<file path="src/rtl/reverb_fir_pkg.sv">
// Shared types, widths and saturation helper for the reverb FIR MAC stream.
package reverb_fir_pkg;

    typedef enum logic [2:0] {
        ST_INIT,
        ST_IDLE,
        ST_MAC,
        ST_DRAIN1,
        ST_DRAIN2,
        ST_OUT
    } fir_state_t;

    localparam int SAMPLE_W   = 16;
    localparam int COEF_W     = 16;
    localparam int FRAC_SHIFT = 15;

    localparam logic signed [63:0] SAT_MAX = 64'sd32767;
    localparam logic signed [63:0] SAT_MIN = -64'sd32768;

    // Clamp an already-shifted accumulator value into the signed 16-bit range.
    function automatic logic signed [SAMPLE_W-1:0] sat16(input logic signed [63:0] acc);
        if (acc > SAT_MAX) begin
            return 16'sh7FFF;
        end else if (acc < SAT_MIN) begin
            return 16'sh8000;
        end else begin
            return acc[SAMPLE_W-1:0];
        end
    endfunction

endpackage

</file>
<file path="src/rtl/reverb_fir_mac_stream_if.sv">
// Sample sink, result source and coefficient write port of one reverb FIR channel.
interface reverb_fir_mac_stream_if #(
    parameter int AW = 5
);
    logic [31:0]   sink_data;
    logic          sink_valid;
    logic          sink_ready;
    logic [31:0]   source_data;
    logic          source_valid;
    logic          source_ready;
    logic [AW-1:0] coef_address;
    logic          coef_write;
    logic [31:0]   coef_writedata;
    logic          coef_waitrequest;

    // Filter side.
    modport slave (
        input  sink_data, sink_valid, source_ready,
        input  coef_address, coef_write, coef_writedata,
        output sink_ready, source_data, source_valid, coef_waitrequest
    );

    // Stream producer / consumer / register master side.
    modport master (
        output sink_data, sink_valid, source_ready,
        output coef_address, coef_write, coef_writedata,
        input  sink_ready, source_data, source_valid, coef_waitrequest
    );
endinterface

</file>
<file path="src/rtl/reverb_fir_mac_datapath.sv">
// Multiply-accumulate pipeline: product register, accumulator, saturating output register.
// The operands arrive already registered (the RAM read registers form the first stage).
module reverb_fir_mac_datapath
    import reverb_fir_pkg::*;
#(
    parameter int ACC_W = 37
) (
    input  logic                       clock,
    input  logic                       reset_n,
    input  logic                       clear,
    input  logic                       en,
    input  logic                       load_out,
    input  logic signed [SAMPLE_W-1:0] x_i,
    input  logic signed [COEF_W-1:0]   c_i,
    output logic [31:0]                result_o
);
    logic                    op_valid_q;
    logic                    prod_valid_q;
    logic signed [31:0]      prod_q;
    logic signed [ACC_W-1:0] acc_q;
    logic signed [ACC_W-1:0] acc_d;
    logic signed [63:0]      acc_ext;
    logic signed [15:0]      sat_val;
    logic [31:0]             out_q;

    // Next accumulator value; the output load uses it so the final product is included.
    always_comb begin
        acc_d   = acc_q + (prod_valid_q ? {{(ACC_W-32){prod_q[31]}}, prod_q} : '0);
        acc_ext = {{(64-ACC_W){acc_d[ACC_W-1]}}, acc_d};
        sat_val = sat16(acc_ext >>> FRAC_SHIFT);
    end

    // Pipeline valid tracking, product, accumulator and held result.
    always_ff @(posedge clock or negedge reset_n) begin
        if (!reset_n) begin
            op_valid_q   <= 1'b0;
            prod_valid_q <= 1'b0;
            prod_q       <= '0;
            acc_q        <= '0;
            out_q        <= '0;
        end else begin
            op_valid_q   <= en;
            prod_valid_q <= op_valid_q;
            prod_q       <= x_i * c_i;
            acc_q        <= clear ? '0 : acc_d;
            if (load_out) begin
                out_q <= {{16{sat_val[15]}}, sat_val};
            end
        end
    end

    assign result_o = out_q;

endmodule

</file>
<file path="src/rtl/reverb_fir_mac_stream.sv">
// Time-multiplexed single-multiplier FIR for one reverb channel: control FSM,
// address generation, delay-line and coefficient RAMs.
module reverb_fir_mac_stream
    import reverb_fir_pkg::*;
#(
    parameter int TAPS = 32
) (
    input  logic                   clock,
    input  logic                   reset_n,
    reverb_fir_mac_stream_if.slave bus
);
    localparam int             AW       = $clog2(TAPS);
    localparam logic [AW-1:0]  LAST_IDX = AW'(TAPS - 1);

    fir_state_t                 state_q, state_d;
    logic [AW-1:0]              cnt_q, cnt_d;
    logic [AW-1:0]              wr_ptr_q, wr_ptr_d;
    logic                       x_we;
    logic [AW-1:0]              x_waddr;
    logic signed [SAMPLE_W-1:0] x_wdata;
    logic [AW-1:0]              x_raddr;
    logic                       c_we;
    logic signed [SAMPLE_W-1:0] x_mem [TAPS];
    logic signed [COEF_W-1:0]   c_mem [TAPS];
    logic signed [SAMPLE_W-1:0] x_rd_q;
    logic signed [COEF_W-1:0]   c_rd_q;
    logic                       dp_clear, dp_en, dp_load;

    // Control state, shared INIT/MAC counter and delay-line write pointer.
    always_ff @(posedge clock or negedge reset_n) begin
        if (!reset_n) begin
            state_q  <= ST_INIT;
            cnt_q    <= '0;
            wr_ptr_q <= '0;
        end else begin
            state_q  <= state_d;
            cnt_q    <= cnt_d;
            wr_ptr_q <= wr_ptr_d;
        end
    end

    // Next-state logic and per-state strobes.
    always_comb begin
        state_d        = state_q;
        cnt_d          = cnt_q;
        wr_ptr_d       = wr_ptr_q;
        x_we           = 1'b0;
        x_waddr        = cnt_q;
        x_wdata        = '0;
        dp_clear       = 1'b0;
        dp_en          = 1'b0;
        dp_load        = 1'b0;
        bus.sink_ready = 1'b0;
        case (state_q)
            ST_INIT: begin
                x_we  = 1'b1;
                cnt_d = cnt_q + 1'b1;
                if (cnt_q == LAST_IDX) begin
                    state_d = ST_IDLE;
                end
            end
            ST_IDLE: begin
                bus.sink_ready = 1'b1;
                if (bus.sink_valid) begin
                    x_we     = 1'b1;
                    x_waddr  = wr_ptr_q;
                    x_wdata  = bus.sink_data[SAMPLE_W-1:0];
                    dp_clear = 1'b1;
                    cnt_d    = '0;
                    state_d  = ST_MAC;
                end
            end
            ST_MAC: begin
                dp_en = 1'b1;
                cnt_d = cnt_q + 1'b1;
                if (cnt_q == LAST_IDX) begin
                    state_d = ST_DRAIN1;
                end
            end
            ST_DRAIN1: begin
                state_d = ST_DRAIN2;
            end
            ST_DRAIN2: begin
                dp_load = 1'b1;
                state_d = ST_OUT;
            end
            ST_OUT: begin
                if (bus.source_ready) begin
                    wr_ptr_d = wr_ptr_q + 1'b1;
                    state_d  = ST_IDLE;
                end
            end
            default: begin
                state_d = ST_INIT;
            end
        endcase
    end

    // Coefficients are frozen while a convolution is in flight.
    assign bus.coef_waitrequest = (state_q == ST_MAC) || (state_q == ST_DRAIN1) ||
                                  (state_q == ST_DRAIN2);
    assign bus.source_valid     = (state_q == ST_OUT);
    assign c_we                 = bus.coef_write && !bus.coef_waitrequest;
    assign x_raddr              = wr_ptr_q - cnt_q;

    // Delay line: newest sample at wr_ptr, tap k reads wr_ptr - k.
    always_ff @(posedge clock) begin
        if (x_we) begin
            x_mem[x_waddr] <= x_wdata;
        end
        x_rd_q <= x_mem[x_raddr];
    end

    // Coefficient store; not cleared by reset.
    always_ff @(posedge clock) begin
        if (c_we) begin
            c_mem[bus.coef_address] <= bus.coef_writedata[COEF_W-1:0];
        end
        c_rd_q <= c_mem[cnt_q];
    end

    reverb_fir_mac_datapath #(
        .ACC_W (32 + AW)
    ) u_datapath (
        .clock    (clock),
        .reset_n  (reset_n),
        .clear    (dp_clear),
        .en       (dp_en),
        .load_out (dp_load),
        .x_i      (x_rd_q),
        .c_i      (c_rd_q),
        .result_o (bus.source_data)
    );

endmodule

</file>
<file path="src/flat_wrapper.sv">
// flat-port wrapper written by rule: the top's interface ports become plain ports
module reverb_fir_mac_stream_flat import reverb_fir_pkg::*;
#(
    parameter int TAPS = 32
)
  (clock, reset_n, bus_sink_data, bus_sink_valid, bus_source_ready, bus_coef_address, bus_coef_write, bus_coef_writedata, bus_sink_ready, bus_source_data, bus_source_valid, bus_coef_waitrequest);
  reverb_fir_mac_stream_if #(.AW((5))) bus_i ();
  input  logic clock;
  input  logic reset_n;
  input wire logic [$bits(bus_i.sink_data)-1:0] bus_sink_data;
  input wire logic [$bits(bus_i.sink_valid)-1:0] bus_sink_valid;
  input wire logic [$bits(bus_i.source_ready)-1:0] bus_source_ready;
  input wire logic [$bits(bus_i.coef_address)-1:0] bus_coef_address;
  input wire logic [$bits(bus_i.coef_write)-1:0] bus_coef_write;
  input wire logic [$bits(bus_i.coef_writedata)-1:0] bus_coef_writedata;
  output wire logic [$bits(bus_i.sink_ready)-1:0] bus_sink_ready;
  output wire logic [$bits(bus_i.source_data)-1:0] bus_source_data;
  output wire logic [$bits(bus_i.source_valid)-1:0] bus_source_valid;
  output wire logic [$bits(bus_i.coef_waitrequest)-1:0] bus_coef_waitrequest;
  assign bus_i.sink_data = bus_sink_data;
  assign bus_i.sink_valid = bus_sink_valid;
  assign bus_i.source_ready = bus_source_ready;
  assign bus_i.coef_address = bus_coef_address;
  assign bus_i.coef_write = bus_coef_write;
  assign bus_i.coef_writedata = bus_coef_writedata;
  assign bus_sink_ready = bus_i.sink_ready;
  assign bus_source_data = bus_i.source_data;
  assign bus_source_valid = bus_i.source_valid;
  assign bus_coef_waitrequest = bus_i.coef_waitrequest;
  reverb_fir_mac_stream #(.TAPS(TAPS)) u_core (.clock(clock), .reset_n(reset_n), .bus(bus_i));
endmodule
</file>
<file path="config.mk">
export PLATFORM = sky130hd
export DESIGN_NAME = reverb_fir_mac_stream_flat
export DESIGN_NICKNAME = d
export VERILOG_FILES = /design/src/rtl/reverb_fir_pkg.sv /design/src/rtl/reverb_fir_mac_stream_if.sv /design/src/rtl/reverb_fir_mac_datapath.sv /design/src/rtl/reverb_fir_mac_stream.sv /design/src/flat_wrapper.sv
export SDC_FILE = /design/constraint.sdc
export NUM_CORES = 2
export LEC_CHECK = 0
export CORE_MARGIN = 1
export CORE_UTILIZATION = 50
export CTS_CLUSTER_DIAMETER = 150
export DETAILED_ROUTE_END_ITERATION = 8
export GPL_ROUTABILITY_DRIVEN = 0
export PLACE_DENSITY_LB_ADDON = 0.12
export REMOVE_ABC_BUFFERS = 1
export SETUP_SLACK_MARGIN = 0.3
export SLEW_MARGIN = 20
export SYNTH_ARGS = -nofsm -noshare
export SYNTH_HDL_FRONTEND = slang
export SYNTH_SLANG_ARGS = --single-unit
</file>
<file path="constraint.sdc">
create_clock -name clock -period 5.6 [get_ports clock]
set_input_delay 0.56 -clock clock [delete_from_list [all_inputs] [get_ports clock]]
set_output_delay 0.56 -clock clock [all_outputs]
set_load 0.02 [all_outputs]
</file>
# Word level (Yosys, flattened, before mapping)
# Memories as Yosys holds them, arrays and structs flattened. A register that Yosys moved wholly into a read port is not among the register bits.
# Index checks and enable logic that the tools add are counted.
[word_totals]
reg_bits = 100
memories = 2
input_bits = 74
ramBits = 1024
[classes]
mul = 1
reduce_logical = 10
add_sub_neg = 4
n_lt_le_gt_ge = 2
muxes = 25
n_eq_ne = 10
[mem_list]
columns = ["memory", "depth", "word_bits", "read_ports", "rd_ports_with_merged_regs", "write_ports", "line_no", "rtl"]
rows = [
  ["u_core.c_mem", 32, 16, 1, 1, 1, "reverb_fir_mac_stream.sv:24", "logic signed [COEF_W-1:0] c_mem [TAPS];"],
  ["u_core.x_mem", 32, 16, 1, 1, 1, "reverb_fir_mac_stream.sv:23", "logic signed [SAMPLE_W-1:0] x_mem [TAPS];"],
]
[ops]
columns = ["cell", "n"]
rows = [
  ["$mux 37", 2],
  ["$mux 16", 4],
  ["$add 37x37->37", 1],
  ["$mul 16x16->32", 1],
  ["$gt 22x16->1 const B", 1],
  ["$lt 22x16->1 const B", 1],
  ["$pmux 3 s6", 1],
  ["$mux 5", 3],
  ["$mux 3", 4],
  ["$add 5x1->5 const B", 2],
  ["$pmux 5 s2", 1],
  ["$mux 1", 9],
  ["$eq 3x2->1 const B", 2],
  ["$eq 3x3->1 const B", 2],
  ["$eq 5x5->1 const B", 1],
  ["$sub 5x5->5", 1],
  ["$ne 2x1->1 const B", 2],
  ["$ne 2x2->1 const B", 2],
  ["$reduce_and 2->1", 2],
  ["$reduce_and 4->1", 1],
  ["$eq 3x1->1 const B", 1],
  ["$logic_not 3->1", 1],
  ["$logic_or 1x1->1", 2],
  ["$pmux 1 s2", 1],
  ["4 further kinds", 4],
]

# Logic depth before layout (Yosys ltp)
[depth]
depth_word = 7
depth_mapped = 24

# Hierarchy
# Synthesis repeated with hierarchy kept, for this count alone.
[unflattened]
cells_unflattened = 3874
area_unflattened_um2 = 56701.9
[by_module_without_submodules]
columns = ["module", "instances", "seq_area_each_um2", "area_each_um2", "cells_each"]
rows = [
  ["reverb_fir_mac_stream", 1, 31715.4, 42069.1, 2327],
  ["reverb_fir_mac_datapath", 1, 2177.1, 14632.8, 1547],
]

# Worst setup path before layout
# Ideal clock, no wire load.
[synth_path]
path_type = "register -> register"
start = "register u_core.x_rd_q[11] (read register of u_core.x_mem)"
end = "register u_core.u_datapath.prod_q[31]"
n_path_buf = 1
arrival_ps = 6041
path_stages_with_launch = 23
required_ps = 5520
setup_time_ps = 80
path_slack_ps = -521
cell_sequence = "dfxtp_1 clkbuf_1 nand2_1 fa_1 fa_1 fa_1 inv_1 fa_1 fa_1 inv_1 fa_1 inv_1 ha_1 a21o_1 a21oi_1 nor2_1 a311o_1 a21bo_2 a211oi_1 nor3_1 or3_1 a21oi_1 xnor2_1"
[synth_via]
elab_chain_cells = 1
[synth_lines]
columns = ["item", "line_no", "rtl"]
rows = [
  ["from (decl)", "reverb_fir_mac_stream.sv:25", "logic signed [SAMPLE_W-1:0] x_rd_q;"],
  ["$mul 16x16->32", "reverb_fir_mac_datapath.sv:44", "prod_q <= x_i * c_i;"],
  ["to (signal assigned)", "reverb_fir_mac_datapath.sv:44", ""],
  ["to (decl)", "reverb_fir_mac_datapath.sv:19", "logic signed [31:0] prod_q;"],
]
# No other way between the ends.
# A chain may end at the register's enable or synchronous reset.

# Final worst setup path
[layout_path]
start = "register u_core.c_rd_q[6] (read register of u_core.c_mem)"
end = "register u_core.u_datapath.prod_q[31]"
[layout_via]
elab_chain_cells = 1
[layout_lines]
columns = ["item", "line_no", "rtl"]
rows = [
  ["from (decl)", "reverb_fir_mac_stream.sv:26", "logic signed [COEF_W-1:0] c_rd_q;"],
  ["$mul 16x16->32", "reverb_fir_mac_datapath.sv:44", ""],
]
# No other way between the ends.

==> metrics.txt <==
# TYPE chip_impl_metric gauge
chip_impl_metric{name="synth_seq_area_share",unit="%"} 61.3
chip_impl_metric{name="synth_top_cell_area_share",unit="%"} 55.6
chip_impl_metric{name="syn-instance-count",unit=""} 3310
chip_impl_metric{name="detail_route.wl_per_cell",unit="um"} 23.8
chip_impl_metric{name="drc",unit=""} 0
chip_impl_metric{name="fin_worst_hold_slack",unit="ps"} 347
chip_impl_metric{name="synth.avg_cell_area",unit="um2"} 16.7
chip_impl_metric{name="slew_violations",unit=""} 0
chip_impl_metric{name="top_level_ports",unit=""} 109
chip_impl_info{name="r2r-start",value="u_core.c_rd_q[6]"} 1
chip_impl_metric{name="setup_viol",unit=""} 12
chip_impl_metric{name="die_y",unit="um"} 335
chip_impl_metric{name="synth.lib_cells_used.distinct",unit=""} 71
chip_impl_metric{name="syn_area",unit="um2"} 55300
chip_impl_metric{name="setup_slack_of_the_worst_register_to_register_path",unit="ps"} -410
chip_impl_metric{name="antenna_cells",unit=""} 0
chip_impl_metric{name="initial_utilization",unit="%"} 50.6
chip_impl_metric{name="min_path_cells",unit=""} 1
chip_impl_metric{name="grt_overflow",unit=""} 0
chip_impl_metric{name="worstMarginPinSlew",unit="ps"} 1090
chip_impl_metric{name="port-buffer-count",unit=""} 76
chip_impl_metric{name="detailed_place_hpwl",unit="um"} 81300
chip_impl_metric{name="cts_inserted_buffers",unit=""} 117
chip_impl_metric{name="num_rows",unit=""} 121
chip_impl_info{name="combinational_family_with_the_most_area_after_synthesis",value="multiplexers"} 1
chip_impl_metric{name="synth_simple_gate_area_share",unit="%"} 5.92
chip_impl_info{name="grt_setup_unrepaired",value="true"} 1
chip_impl_info{name="layout_common_cells",value="sky130_fd_sc_hd__edfxtp_1, sky130_fd_sc_hd__mux4_2, sky130_fd_sc_hd__inv_1, sky130_fd_sc_hd__fa_1, sky130_fd_sc_hd__nand2_1"} 1
chip_impl_metric{name="die-area",unit="um2"} 112000
chip_impl_metric{name="antenna_found_initial",unit=""} 4
chip_impl_metric{name="timing.final.crit_period",unit="ps"} 6010
chip_impl_info{name="min_from",value="bus_coef_writedata[1]"} 1
chip_impl_info{name="hold_path_end",value="u_core.c_mem[22][1]"} 1
chip_impl_metric{name="vias",unit=""} 29200
chip_impl_metric{name="reg2reg_depth",unit=""} 22
chip_impl_metric{name="worst_ep_arrival_time",unit="ps"} 6570
chip_impl_metric{name="timing.max_cap.violations",unit=""} 0
chip_impl_metric{name="area_delta_synth_final",unit="%"} 15.6
chip_impl_metric{name="synth_enable_flop_cells",unit=""} 1024
chip_impl_metric{name="die_width",unit="um"} 335
chip_impl_metric{name="place_area",unit="um2"} 59300
chip_impl_info{name="layout_commonest_cell",value="sky130_fd_sc_hd__edfxtp_1"} 1
chip_impl_metric{name="postLayoutCellArea",unit="um2"} 64000
chip_impl_metric{name="maxClockFrequency",unit="MHz"} 166
chip_impl_info{name="criticalPathCategory",value="flop to flop"} 1
chip_impl_metric{name="fillerInstances",unit=""} 8271
chip_impl_metric{name="drt_first_pass_iters",unit=""} 7
chip_impl_info{name="synth_top_flop_cell",value="sky130_fd_sc_hd__edfxtp_1"} 1
chip_impl_metric{name="htreeDepth",unit=""} 3
chip_impl_info{name="reg2reg_to",value="u_core.u_datapath.prod_q[31]"} 1
chip_impl_info{name="synth_area_leaders",value="sky130_fd_sc_hd__edfxtp_1, sky130_fd_sc_hd__mux4_2, sky130_fd_sc_hd__fa_1, sky130_fd_sc_hd__dfrtp_1, sky130_fd_sc_hd__ha_1"} 1
chip_impl_info{name="holdCritPathClass",value="input port to flop"} 1
chip_impl_metric{name="total_routing_usage_reported_by_global_routing",unit="%"} 22.7
chip_impl_metric{name="worst_setup_hold_path_clk_slew",unit="ps"} 70
chip_impl_info{name="tritoncts",value="yes"} 1
chip_impl_metric{name="wl",unit="um"} 124000
chip_impl_metric{name="drt_first_iter_violations",unit=""} 2303
chip_impl_metric{name="multi_input_comb_area",unit="um2"} 20300
chip_impl_metric{name="finalCritPeriodShare",unit="%"} 107
chip_impl_info{name="cts.root.buffer_cell",value="sky130_fd_sc_hd__clkbuf_16"} 1
chip_impl_metric{name="core",unit="um2"} 109000
chip_impl_metric{name="clk-insertion-delay-late",unit="ps"} 730
chip_impl_info{name="worst_setup_path_start_kind",value="flop"} 1
chip_impl_metric{name="grt_pass1_vias",unit=""} 31200
chip_impl_info{name="worst_setup_path_end_kind",value="flop"} 1
chip_impl_metric{name="fraction_of_final_layout_cells_sized_beyond_drive_strength_1",unit="%"} 26.3
chip_impl_metric{name="complex_gate_fraction_of_the_synthesized_area",unit="%"} 2.66
chip_impl_metric{name="timing.final.hold_violations",unit=""} 0
chip_impl_metric{name="synth.mux.area_fraction",unit="%"} 13.4
chip_impl_metric{name="final_antenna_net_count",unit=""} 0
chip_impl_info{name="post-synth-top-area-cell",value="sky130_fd_sc_hd__edfxtp_1"} 1
chip_impl_metric{name="skew",unit="ps"} 82.9
chip_impl_metric{name="cp_data_required_time",unit="ps"} 6160
chip_impl_metric{name="maxSlewHeadroom",unit="%"} 26.8
chip_impl_metric{name="cts.sink_count",unit=""} 1156
chip_impl_metric{name="yosys_register_bits",unit=""} 1156
chip_impl_metric{name="critical_path_peak_fanout",unit=""} 7
chip_impl_metric{name="buffers_from_clock_root_to_sink_at_most",unit=""} 3
chip_impl_metric{name="grt_max_degree",unit=""} 60
chip_impl_metric{name="postLayoutSetupSlackWorst",unit="ps"} -408
chip_impl_metric{name="fraction_of_the_mapped_netlist_area_in_adder_cells",unit="%"} 12.4
chip_impl_metric{name="grt_pass1_wl",unit="um"} 189000
chip_impl_metric{name="yosys_warnings",unit=""} 0
chip_impl_metric{name="asyncSetResetFlopFracSynth",unit="%"} 8.65
chip_impl_metric{name="detail_route.vias_per_cell",unit=""} 5.64
chip_impl_metric{name="design.final.nets",unit=""} 4076
chip_impl_metric{name="synth-xor-area-share",unit="%"} 1.22
chip_impl_metric{name="register_area",unit="um2"} 34000
chip_impl_info{name="run_status",value="finished with violations"} 1
chip_impl_info{name="failed_checks",value="negative setup slack"} 1
## cell usage after synthesis, types with 6 or more instances
library cell,number
sky130_fd_sc_hd__a211oi_1,11
sky130_fd_sc_hd__a21o_1,21
sky130_fd_sc_hd__a21oi_1,66
sky130_fd_sc_hd__a22oi_1,9
sky130_fd_sc_hd__and2_1,180
sky130_fd_sc_hd__and3_1,25
sky130_fd_sc_hd__buf_1,34
sky130_fd_sc_hd__buf_4,16
sky130_fd_sc_hd__clkbuf_1,94
sky130_fd_sc_hd__dfrtp_1,100
sky130_fd_sc_hd__dfxtp_1,32
sky130_fd_sc_hd__edfxtp_1,1024
sky130_fd_sc_hd__fa_1,264
sky130_fd_sc_hd__ha_1,125
sky130_fd_sc_hd__inv_1,297
sky130_fd_sc_hd__mux2_2,17
sky130_fd_sc_hd__mux4_2,320
sky130_fd_sc_hd__nand2_1,252
sky130_fd_sc_hd__nand2b_1,11
sky130_fd_sc_hd__nand3_1,18
sky130_fd_sc_hd__nand4_1,10
sky130_fd_sc_hd__nor2_1,158
sky130_fd_sc_hd__nor2b_1,10
sky130_fd_sc_hd__nor3_1,11
sky130_fd_sc_hd__o21a_1,6
sky130_fd_sc_hd__o21ai_0,25
sky130_fd_sc_hd__o21bai_1,14
sky130_fd_sc_hd__xnor2_1,51
sky130_fd_sc_hd__xor2_1,24
## flip-flops by register name (all words and copies together), names as in the netlist
| name | flops |
|---|---|
| u_core.c_mem | 512 |
| u_core.c_rd_q | 16 |
| u_core.cnt_q | 5 |
| u_core.state_q | 3 |
| u_core.u_datapath.acc_q | 37 |
| u_core.u_datapath.op_valid_q | 1 |
| u_core.u_datapath.prod_q | 32 |
| u_core.u_datapath.prod_valid_q | 1 |
| u_core.u_datapath.result_o | 16 |
| u_core.wr_ptr_q | 5 |
| u_core.x_mem | 512 |
| u_core.x_rd_q | 16 |
## critical path, cell delays in order (launching register included)
cell and delay, ps:
sky130_fd_sc_hd__dfxtp_4 370, sky130_fd_sc_hd__and2_4 160, sky130_fd_sc_hd__fa_1 550, sky130_fd_sc_hd__inv_2 40, sky130_fd_sc_hd__fa_1 460, sky130_fd_sc_hd__fa_1 510
sky130_fd_sc_hd__inv_2 40, sky130_fd_sc_hd__fa_1 450, sky130_fd_sc_hd__fa_1 540, sky130_fd_sc_hd__inv_2 40, sky130_fd_sc_hd__fa_1 510, sky130_fd_sc_hd__inv_2 50
sky130_fd_sc_hd__ha_4 210, sky130_fd_sc_hd__a21o_1 160, sky130_fd_sc_hd__a21oi_2 110, sky130_fd_sc_hd__nor2_1 50, sky130_fd_sc_hd__a311o_1 340, sky130_fd_sc_hd__a21bo_4 250
sky130_fd_sc_hd__a211oi_4 270, sky130_fd_sc_hd__nor3_2 80, sky130_fd_sc_hd__or3_1 340, sky130_fd_sc_hd__a21oi_2 150, sky130_fd_sc_hd__xnor2_1 140
## cell families after synthesis
kind of cell    count (synthesis)
fa+ha+maj                     389
xor+xnor                       76
flops                        1156
compound gates                211
buf+inv                       448
simple gates                  692
mux                           338
## worst max-delay path by stage
stage          slack (ps)        startpoint                      endpoint  depth (start not counted)
2_1_floorplan       -5700   u_core.cnt_q[0]              u_core.x_rd_q[0]                          4
3_3_place_gp         -610  u_core.c_rd_q[2]  u_core.u_datapath.prod_q[31]                         23
3_5_place_dp         -760  u_core.c_rd_q[2]  u_core.u_datapath.prod_q[31]                         23
4_1_cts              -420  u_core.c_rd_q[6]  u_core.u_datapath.prod_q[31]                         22
5_1_grt              -610  u_core.c_rd_q[6]  u_core.u_datapath.prod_q[31]                         22
6_report             -410  u_core.c_rd_q[6]  u_core.u_datapath.prod_q[31]                         22
## final cells by class
class                           instances  share of cell area, %
Timing Repair Buffer                  335                   4.42
Inverter                              297                   1.74
Tap cell                             1476                   2.89
Clock buffer                          142                   4.77
Multi-Input combinational cell       1706                   31.7
Sequential cell                      1156                   53.1
Clock inverter                         74                   1.42
## per-stage QoR
| stage | worst slack, ps | util (%) | cells | setup TNS (ps) |
|---|---|---|---|---|
| detailed placement | -765 | 54.3 | 4949 | -4550 |
| CTS | -422 | 58.3 | 5176 | -2580 |
| finish | -408 | 58.5 | 5186 | -2670 |
| floorplan | -5700 | - | 3159 | -535650 |
| global placement | -611 | 54.3 | 4949 | -3670 |
| global route | -611 | 58.5 | 5186 | -5350 |
## metal layers
metal / global-route usage, % / routed length (um)
met3: 2.55 / 6000
met4: 5.27 / 2310
met1: 32.1 / 53800
met5: 0 / 25
met2: 38.0 / 61600
## timing repair
action	CTS	global route
pin swaps	75	25
resized for setup	107	49
gates cloned	0	0
hold buffers	1	0
setup buffers	10	9
setup endpoints to repair	19	19
endpoints found under the hold margin	41	0
Power is not shown: default switching activity piles up to over one toggle a cycle in this logic, so the estimate is an artifact.
